--- config.mk ---
export PLATFORM = sky130hd
export DESIGN_NAME = forward_hazard_ctrl
export DESIGN_NICKNAME = d
export VERILOG_FILES = /design/src/rtl/mips_pkg.sv /design/src/rtl/fwd_compare.sv /design/src/rtl/forward_hazard_ctrl.sv
export SDC_FILE = /design/constraint.sdc
export NUM_CORES = 1
export LEC_CHECK = 0
export ABC_AREA = 0
export BUFFER_PORTS_ARGS = -buffer_cell sky130_fd_sc_hd__buf_2
export CELL_PAD_IN_SITES_DETAIL_PLACEMENT = 1
export CELL_PAD_IN_SITES_GLOBAL_PLACEMENT = 1
export CORE_ASPECT_RATIO = 1.75
export CORE_MARGIN = 1.5
export CORE_UTILIZATION = 44
export CTS_CLUSTER_DIAMETER = 50
export DETAILED_ROUTE_END_ITERATION = 8
export GPL_ROUTABILITY_DRIVEN = 0
export GPL_TIMING_DRIVEN = 0
export PLACE_DENSITY_LB_ADDON = 0.1
export SETUP_SLACK_MARGIN = 0.15
export SKIP_CTS_REPAIR_TIMING = 1
export SKIP_LAST_GASP = 1
export SLEW_MARGIN = 15
export SYNTH_ARGS = -nofsm -noshare
export SYNTH_HDL_FRONTEND = slang
export SYNTH_HIERARCHICAL = 1
export SYNTH_SLANG_ARGS = --single-unit
export TNS_END_PERCENT = 10
--- constraint.sdc ---
create_clock -name clk -period 8.4 [get_ports clk]
set_input_delay 1.68 -clock clk [delete_from_list [all_inputs] [get_ports clk]]
set_output_delay 1.68 -clock clk [all_outputs]
set_load 0.03 [all_outputs]
--- src/rtl/mips_pkg.sv ---
// Shared definitions for the MIPS pipeline hazard/forwarding logic.
package mips_pkg;

  // Register-address width of the shadow pipeline slots.
  localparam int SLOT_ADDR_W = 5;

  // Forwarding-mux select encodings (code 3 is never driven).
  localparam logic [1:0] FWD_REGFILE = 2'd0;  // value read in ID, carried in ID/EX
  localparam logic [1:0] FWD_WB      = 2'd1;  // MEM/WB write-back data
  localparam logic [1:0] FWD_EXMEM   = 2'd2;  // EX/MEM ALU result

  // $zero is hard-wired; writes to it must never be forwarded.
  localparam logic [SLOT_ADDR_W-1:0] REG_ZERO = '0;

  // Destination-register information tracked per pipeline stage.
  typedef struct packed {
    logic                   valid;
    logic [SLOT_ADDR_W-1:0] dest;
    logic                   reg_write;
    logic                   mem_read;
  } slot_t;

endpackage

--- src/rtl/fwd_compare.sv ---
// Priority comparison of one source register against the EX and MEM shadow
// slots. Produces the forwarding select and a flag for a matching load in EX.
module fwd_compare
  import mips_pkg::*;
(
  input  logic [SLOT_ADDR_W-1:0] src_i,
  input  logic                   uses_i,
  input  slot_t                  ex_slot_i,
  input  slot_t                  mem_slot_i,
  output logic [1:0]             sel_o,
  output logic                   load_hit_o
);

  logic ex_hit;
  logic mem_hit;

  // The MEM slot's load bit plays no part in forwarding.
  logic unused_mem_read;
  assign unused_mem_read = mem_slot_i.mem_read;

  // A slot matches when it will really write the register this instruction reads.
  always_comb begin
    // NOTE: every combinational output gets a default first so no path can infer a latch.
    ex_hit     = 1'b0;
    mem_hit    = 1'b0;
    sel_o      = FWD_REGFILE;
    load_hit_o = 1'b0;

    if (uses_i && (src_i != REG_ZERO)) begin
      ex_hit  = ex_slot_i.valid  && ex_slot_i.reg_write  && (ex_slot_i.dest  == src_i);
      mem_hit = mem_slot_i.valid && mem_slot_i.reg_write && (mem_slot_i.dest == src_i);
    end

    // The younger producer (EX) holds the newest value, so it wins.
    if (ex_hit) begin
      sel_o = FWD_EXMEM;
    end else if (mem_hit) begin
      sel_o = FWD_WB;
    end

    load_hit_o = ex_hit && ex_slot_i.mem_read;
  end

endmodule

--- src/rtl/forward_hazard_ctrl.sv ---
// Hazard controller beside ID/EX: forwarding selects for the ALU operand
// muxes, load-use stall, branch flush, and stall/flush performance counters.
module forward_hazard_ctrl
  import mips_pkg::*;
#(
  parameter int REG_ADDR_W = 5,
  parameter int CNT_W      = 32
) (
  input  logic                  clk,
  input  logic                  rst,
  input  logic                  id_valid,
  input  logic [REG_ADDR_W-1:0] id_rs,
  input  logic [REG_ADDR_W-1:0] id_rt,
  input  logic                  id_uses_rs,
  input  logic                  id_uses_rt,
  input  logic [REG_ADDR_W-1:0] id_dest,
  input  logic                  id_reg_write,
  input  logic                  id_mem_read,
  input  logic                  ex_branch_taken,
  output logic [1:0]            fwd_a_sel,
  output logic [1:0]            fwd_b_sel,
  output logic                  stall,
  output logic                  flush,
  output logic [CNT_W-1:0]      stall_count,
  output logic [CNT_W-1:0]      flush_count
);

  // Shadow pipeline of destination info for EX, MEM and WB.
  slot_t ex_q, mem_q, wb_q;
  slot_t ex_d;

  logic [1:0]       a_sel_q, b_sel_q;
  logic [1:0]       a_sel_d, b_sel_d;
  logic [CNT_W-1:0] stall_count_q, flush_count_q;

  logic [1:0] rs_sel, rt_sel;
  logic       rs_load_hit, rt_load_hit;

  // The register file bypasses write-back data itself, so the WB slot is
  // tracked for completeness but never consulted.
  logic unused_wb;
  assign unused_wb = ^wb_q;

  fwd_compare u_cmp_rs (
    .src_i      (id_rs),
    .uses_i     (id_uses_rs),
    .ex_slot_i  (ex_q),
    .mem_slot_i (mem_q),
    .sel_o      (rs_sel),
    .load_hit_o (rs_load_hit)
  );

  fwd_compare u_cmp_rt (
    .src_i      (id_rt),
    .uses_i     (id_uses_rt),
    .ex_slot_i  (ex_q),
    .mem_slot_i (mem_q),
    .sel_o      (rt_sel),
    .load_hit_o (rt_load_hit)
  );

  // Stall/flush decision and next-state for the ID->EX transfer.
  always_comb begin
    // Flush beats stall; both are held low while reset is asserted.
    flush = !rst && ex_branch_taken;
    stall = !rst && !ex_branch_taken && id_valid && (rs_load_hit || rt_load_hit);

    ex_d    = '0;
    a_sel_d = FWD_REGFILE;
    b_sel_d = FWD_REGFILE;
    if (id_valid && !stall && !flush) begin
      ex_d.valid     = 1'b1;
      ex_d.dest      = id_dest;
      ex_d.reg_write = id_reg_write;
      ex_d.mem_read  = id_mem_read;
    end
    if (!stall && !flush) begin
      a_sel_d = rs_sel;
      b_sel_d = rt_sel;
    end
  end

  // Advance the shadow pipeline, register the selects, and count events.
  always_ff @(posedge clk) begin
    // NOTE: clocked state uses non-blocking assignments so every register samples pre-edge values.
    if (rst) begin
      ex_q          <= '0;
      mem_q         <= '0;
      wb_q          <= '0;
      a_sel_q       <= FWD_REGFILE;
      b_sel_q       <= FWD_REGFILE;
      stall_count_q <= '0;
      flush_count_q <= '0;
    end else begin
      ex_q    <= ex_d;
      mem_q   <= ex_q;
      wb_q    <= mem_q;
      a_sel_q <= a_sel_d;
      b_sel_q <= b_sel_d;
      if (stall) stall_count_q <= stall_count_q + CNT_W'(1);
      if (flush) flush_count_q <= flush_count_q + CNT_W'(1);
    end
  end

  assign fwd_a_sel   = a_sel_q;
  assign fwd_b_sel   = b_sel_q;
  assign stall_count = stall_count_q;
  assign flush_count = flush_count_q;

endmodule

After elaboration in Yosys (flattened, before gate mapping)
Index checks and enable logic that the tools add are counted.
{"block": "word_totals", "mem_bits_rw": 0, "reg_bits": 83, "word_cells": 58, "latch_bits": 0, "mem_bits_ro": 0, "memories": 0}
{"block": "classes", "addsub": 2, "shift": 0, "div_mod_pow": 0, "muxes": 9, "n_eq_ne": 4, "reduce_logical": 28, "n_mul": 0, "bitwise": 2, "n_lt_le_gt_ge": 0}
{"operator": "$add A32 B1 Y32 const B", "n": 2}
{"operator": "$eq A5 B5 Y1", "n": 4}
{"operator": "$logic_and A1 B1 Y1", "n": 17}
{"operator": "$reduce_bool A5 Y1", "n": 2}
{"operator": "$mux W8", "n": 1}
{"operator": "$mux W1", "n": 6}
{"operator": "$reduce_or A3 Y1", "n": 2}
{"operator": "$logic_not A1 Y1", "n": 4}
{"operator": "$mux W2", "n": 2}
{"operator": "$reduce_or A2 Y1", "n": 2}
{"operator": "$not A1 Y1", "n": 2}
{"operator": "$logic_or A1 B1 Y1", "n": 1}

Depth between registers and ports, before layout
Gate-level depths: netlist of the first run.
{"block": "depth", "depth_word": 11, "mapped_depth": 9, "ltp_nobuf": 8}

Modules after synthesis
The synthesis of the first run kept the hierarchy.
{"module": "forward_hazard_ctrl", "instances": 1, "seq_area_each_um2": 1681.6, "cells_per_inst": 412, "area_each_um2": 3757.4}
{"module": "fwd_compare", "instances": 2, "seq_area_each_um2": 0.0, "cells_per_inst": 20, "area_each_um2": 172.7}

Worst setup path after synthesis of the first run
Ideal clock, no wire load.
{"block": "synth_timing", "kind": "in2out", "from": "input port id_rt[0]", "to": "output port stall", "slack_ps": 3695, "t_arrival_ps": 3025, "required_time_ps": 6720, "n_path_buf": 0, "path_stages": 6, "cell_sequence": "or4_4 o21ai_4 nor3_2 and2_1 nor2_1 nor2_1"}
{"block": "synth_between", "elab_chain_cells": 6, "word_cells_on_any_way": 8, "classes_between": "1 x eq/ne; 1 x mux; 6 x reduce/logical"}
{"item": "start, declared", "line": "forward_hazard_ctrl.sv:13", "rtl": "input logic [REG_ADDR_W-1:0] id_rt,"}
{"item": "$eq A5 B5 Y1 / $reduce_bool A5 Y1 (equally long branches)", "line": "fwd_compare.sv:30, fwd_compare.sv:29"}
{"item": "$logic_and A1 B1 Y1 (on tied branches)", "line": "fwd_compare.sv:30, fwd_compare.sv:29"}
{"item": "$mux W1 (*)", "line": "fwd_compare.sv:29", "rtl": "if (uses_i && (src_i != REG_ZERO)) begin"}
{"item": "via u_cmp_rt.ex_hit", "line": "fwd_compare.sv:14", "rtl": "logic ex_hit;"}
{"item": "$logic_and A1 B1 Y1 (*)", "line": "fwd_compare.sv:41", "rtl": "load_hit_o = ex_hit && ex_slot_i.mem_read;"}
{"item": "via rt_load_hit", "line": "forward_hazard_ctrl.sv:37", "rtl": "logic rs_load_hit, rt_load_hit;"}
{"item": "$logic_or A1 B1 Y1 (*)", "line": "forward_hazard_ctrl.sv:66", "rtl": "stall = !rst && !ex_branch_taken && id_valid && (rs_load_hit || rt_load_hit);"}
{"item": "$logic_and A1 B1 Y1 (*)", "line": "forward_hazard_ctrl.sv:66"}
{"item": "end, declared", "line": "forward_hazard_ctrl.sv:22", "rtl": "output logic stall,"}
Mark *: on every way through the listed nets, which the timed path passes. The rest lies on a longest branch.

Final worst setup path of the first run
Same ends and word-level chain as after synthesis.

==> impl_metrics.toml, run 1 <==
[status]
outcome = "complete, no violations"

[logic_synthesis]
syn_nets = 475
netlist_instances = 450
syn-cell-area_mm2 = 0.00408
yosys_warnings = 6
syn_area_per_cell_um2 = 9.06

[timing]
fin_crit_ps = 5160
fin_skew_ps = 6.55
hold_violations = 0
rsz0062_at_grt = "false"
max_clock_freq_mhz = 194
tns_ps = 0
worstMarginPinSlew_ps = 582
holdWs_ps = 483
setup_ws_ps = 3240
setup_violations = 0
relSlewSlack_pct = 61.2
post-route-period-util_pct = 61.4
drv_slew = 0

[power]
combPwrFrac_pct = 4.6
powerDensity_mw_per_mm2 = 169
p_switching_mw = 0.178
p_int_mw = 0.667
switching_share_pct = 21.0
power.share.clock_pct = 48.1
cellLeakagePower_nw = 1.94
seqPwrFrac_pct = 47.3
ir_worst_vdd_v = 0.000125

[die]
rows = 46
die_x_um = 75.8
start_util_pct = 45.1
core_area_mm2 = 0.00904
die-height_um = 130
dieArea_mm2 = 0.00987
top_level_ports = 93

[route]
vias = 3921
drc_errors = 0
postRouteAntennaNets = 0
routed_via_density = 5.78
dr.pass1.iters = 6
routedWlPerCell_um = 17.9
first_iter_violations = 96
routed_wl_um = 12100

[global_route]
grt-ovfl-total = 0
track_usage_pct = 25.7
grt_pass1_vias = 3955
grt_start_max_net_pins = 13
grt_pass1_wl_um = 19100
antenna_found_initial = 0

[worst_setup_path]
worstSetupPathType = "input port to primary output"
worstPathRequired_ps = 6720
crit_fanout = 5
cp-start-kind = "input port"
endpoint_kind = "primary output"
cp_data_arrival_time_ps = 3480

[layout]
diodes = 0
fin_area_mm2 = 0.00499
area_growth_pct = 22.5
final_nets = 578
filler_cell_count = 1109
drive_gt1_share_pct = 25.6

[placed_design]
place.port_buffers = 92
dpl.hpwl_um = 9110
placed_area_mm2 = 0.00469
pre_cts_ws_ps = 3250

[cts]
path_clk_slew_ps = 60
cts_sinks = 83
cts_tree = "built"
cts_buffers = 9
clkLatencyLatePin_ps = 340
htreeDepth = 3
cts_root_buf = "clkbuf_16"
max-clock-path-buffers = 2

[min_path]
hp-class = "register to register"

[job]
cap_violations = 0
-- power by group through the flow --
stage / Clock, mW / Combinational, mW / Sequential, mW
2_1_floorplan: 0 / 0.0206 / 0.410
3_3_place_gp: 0 / 0.0376 / 0.408
3_5_place_dp: 0 / 0.0391 / 0.408
4_1_cts: 0.416 / 0.0394 / 0.400
5_1_grt: 0.431 / 0.0424 / 0.400
6_report: 0.406 / 0.0389 / 0.400
-- cell type report --
cell class / instances / area, µm² / share of cell area (%)
Clock buffer: 15 / 278 / 5.56
Multi-Input combinational cell: 332 / 2240 / 44.9
Inverter: 11 / 41.3 / 0.827
Sequential cell: 83 / 1660 / 33.3
Tap cell: 120 / 150 / 3.01
Clock inverter: 1 / 30.0 / 0.601
Timing Repair Buffer: 92 / 460 / 9.22
Buffer: 24 / 131 / 2.63
-- worst max-delay path: stages --
cell and delay [ps]:
buf_2 120, or4_4 540, o21ai_4 180, nor3_2 100, and2_1 220, nor2_1 270, nor2_1 160, buf_2 210
-- routing by layer --
metal  vias to the layer above  wire, µm  track usage [%]
met5                         -         0                0
met4                         0       391             11.8
met3                        26       399             5.48
met2                        75      6880             48.4
met1                      1931      4470             25.6
li1                       1889         -                -
-- path summary, 6_finish.rpt --
path | startpoint | end | slack, ps | cells past startpoint
hold / removal | flush_count[31] | flush_count[31] | 480 | 2
hold reg to reg | flush_count[31] | flush_count[31] | 480 | 2
setup reg to reg | ex_q[3] | stall_count[31] | 5500 | 9
setup / recovery | id_rt[0] | stall | 3240 | 8
-- cell usage in the layout, fill, tap and decap left out, types with 14 or more instances in the layout --
cell       n
buf_2     97
xnor2_1   22
nand3_1   21
xor2_1    16
nand2_1   19
dfxtp_1   83
clkbuf_1  14
a21oi_1   36
nand4_1   18
o31ai_1   24
or4_1     29
nor2_1    28
-- sequential cells by signal, summed over array words and instances, names as in the netlist --
register,count
flush_count,32
stall_count,32
ex_q,8
mem_q,7
fwd_a_sel,2
fwd_b_sel,2
-- metrics by stage --
| stage | utilization (%) | cells | power, mW |
|---|---|---|---|
| after floorplan | - | 450 | 0.430 |
| after global placement | 51.9 | 662 | 0.446 |
| after detailed placement | 51.9 | 662 | 0.447 |
| after CTS | 55.3 | 678 | 0.855 |
| after global routing | 55.3 | 678 | 0.873 |
| final | 55.3 | 678 | 0.844 |
Power figures use the tool's default switching activity.
==> inputs of run 2 (changes only) <==
--- a/config.mk
+++ b/config.mk
@@ -11,7 +11,7 @@
 export CELL_PAD_IN_SITES_GLOBAL_PLACEMENT = 1
 export CORE_ASPECT_RATIO = 1.75
 export CORE_MARGIN = 1.5
-export CORE_UTILIZATION = 44
+export CORE_UTILIZATION = 40
 export CTS_CLUSTER_DIAMETER = 50
 export DETAILED_ROUTE_END_ITERATION = 8
 export GPL_ROUTABILITY_DRIVEN = 0
==> constraint.sdc (replaced) <==
create_clock -name clk -period 4.9 [get_ports clk]
set_input_delay 0.98 -clock clk [delete_from_list [all_inputs] [get_ports clk]]
set_output_delay 0.98 -clock clk [all_outputs]
set_load 0.03 [all_outputs]
==> impl_metrics.toml, run 2 (same netlist as run 1, synthesis figures left out) <==
[global_route]
grt_pass1_wl_um = 18900
antenna_found_initial = 0
grt-ovfl-total = 0
track_usage_pct = 22.2
grt_start_max_net_pins = 15
grt_pass1_vias = 3865

[worst_setup_path]
cp-start-kind = "input port"
cp-startpoint = "id_rs[0]"
cp_data_arrival_time_ps = 2790
r2r_start = "ex_q[2]"
worstSetupPathType = "input port to primary output"
endpoint_kind = "primary output"
crit_fanout = 5
worstPathRequired_ps = 3920

[status]
outcome = "complete, no violations"

[layout]
final_common_cell = "buf_2"
final_cells = 683
final_nets = 578
diodes = 0
area_growth_pct = 22.8
fin_area_mm2 = 0.00501
drive_gt1_share_pct = 26.2
final_cell_mix = "buf_2 (97), dfxtp_1 (83), a21oi_1 (36), or4_1 (29), nor2_1 (28)"

[min_path]
hp-class = "register to register"
min-delay-start = "flush_count[31]"

[timing]
setup_violations = 0
drv_slew = 0
post-route-period-util_pct = 76.9
hold_violations = 0
worstMarginPinSlew_ps = 559
holdWs_ps = 492
fin_crit_ps = 3770
max_clock_freq_mhz = 266
fin_skew_ps = 7.03
relSlewSlack_pct = 62.7
tns_ps = 0
rsz0062_at_grt = "false"

[cts]
clkLatencyLatePin_ps = 330
max-clock-path-buffers = 2
cts_buffers = 9
cts_tree = "built"
htreeDepth = 3
cts_sinks = 83
cts_root_buf = "clkbuf_16"
path_clk_slew_ps = 60

[power]
combPwrFrac_pct = 4.6
seqPwrFrac_pct = 47.1
switching_share_pct = 22.3
ir_worst_vdd_v = 0.000173
p_int_mw = 1.13
powerDensity_mw_per_mm2 = 290
power.share.clock_pct = 48.3
p_switching_mw = 0.325
cellLeakagePower_nw = 1.93

[die]
die-height_um = 137
rows = 48
core_area_mm2 = 0.00991
start_util_pct = 41.1
top_level_ports = 93
dieArea_mm2 = 0.0108
die_x_um = 79.3

[route]
routed_via_density = 5.68
vias = 3879
drc_errors = 0
first_iter_violations = 149
dr.pass1.iters = 4
postRouteAntennaNets = 0
routedWlPerCell_um = 17.1
routed_wl_um = 11700

[placed_design]
place.port_buffers = 92
dpl.hpwl_um = 9080
placed_area_mm2 = 0.00469
dp.cells = 667

[job]
cap_violations = 0
run 2: final timing paths:
| kind | endpoint | slack (ps) | cells past startpoint |
|---|---|---|---|
| max | stall | 1130 | 8 |
| min | flush_count[31] | 490 | 2 |
| max reg2reg | stall_count[14] | 2080 | 9 |
| min reg2reg | flush_count[31] | 490 | 2 |
run 2: critical path, cell delays in order:
cell and delay [ps]:
buf_2 130, or4_4 550, o21ai_4 190, nor3_2 90
and2_1 210, nor2_1 260, nor2_1 160, buf_2 210
run 2: metal layers:
metal  vias to the layer above  GRT usage (%)  routed length (µm)
li1                       1888              -                   -
met1                      1911           23.5                4630
met2                        68           43.8                6530
met3                        12           3.33                 354
met4                         0           6.92                 181
met5                         -              0                   0
run 2: layout make-up:
class / count / area [µm²]
inverter: 11 / 41.3
timing repair buffer: 92 / 460
clock inverter: 5 / 61.3
clock buffer: 11 / 253
multi-input combinational: 332 / 2240
fill: 1235 / 4900
tap: 125 / 156
buffer: 24 / 131
sequential: 83 / 1660
run 2: power by group through the flow:
stage	Combinational, mW	Clock [mW]	Sequential [mW]
after floorplan	0.0353	0	0.702
after global placement	0.0646	0	0.700
after detailed placement	0.0671	0	0.700
after CTS	0.0672	0.717	0.685
after global routing	0.0716	0.744	0.685
final	0.0662	0.703	0.685
run 2: metrics by stage:
step / worst slack (ps) / utilization [%] / total power, mW
floorplan: 1600 / - / 0.738
global placement: 1150 / 47.4 / 0.764
detailed placement: 1150 / 47.4 / 0.767
CTS: 1140 / 50.5 / 1.47
global route: 1070 / 50.5 / 1.50
finish: 1130 / 50.5 / 1.45
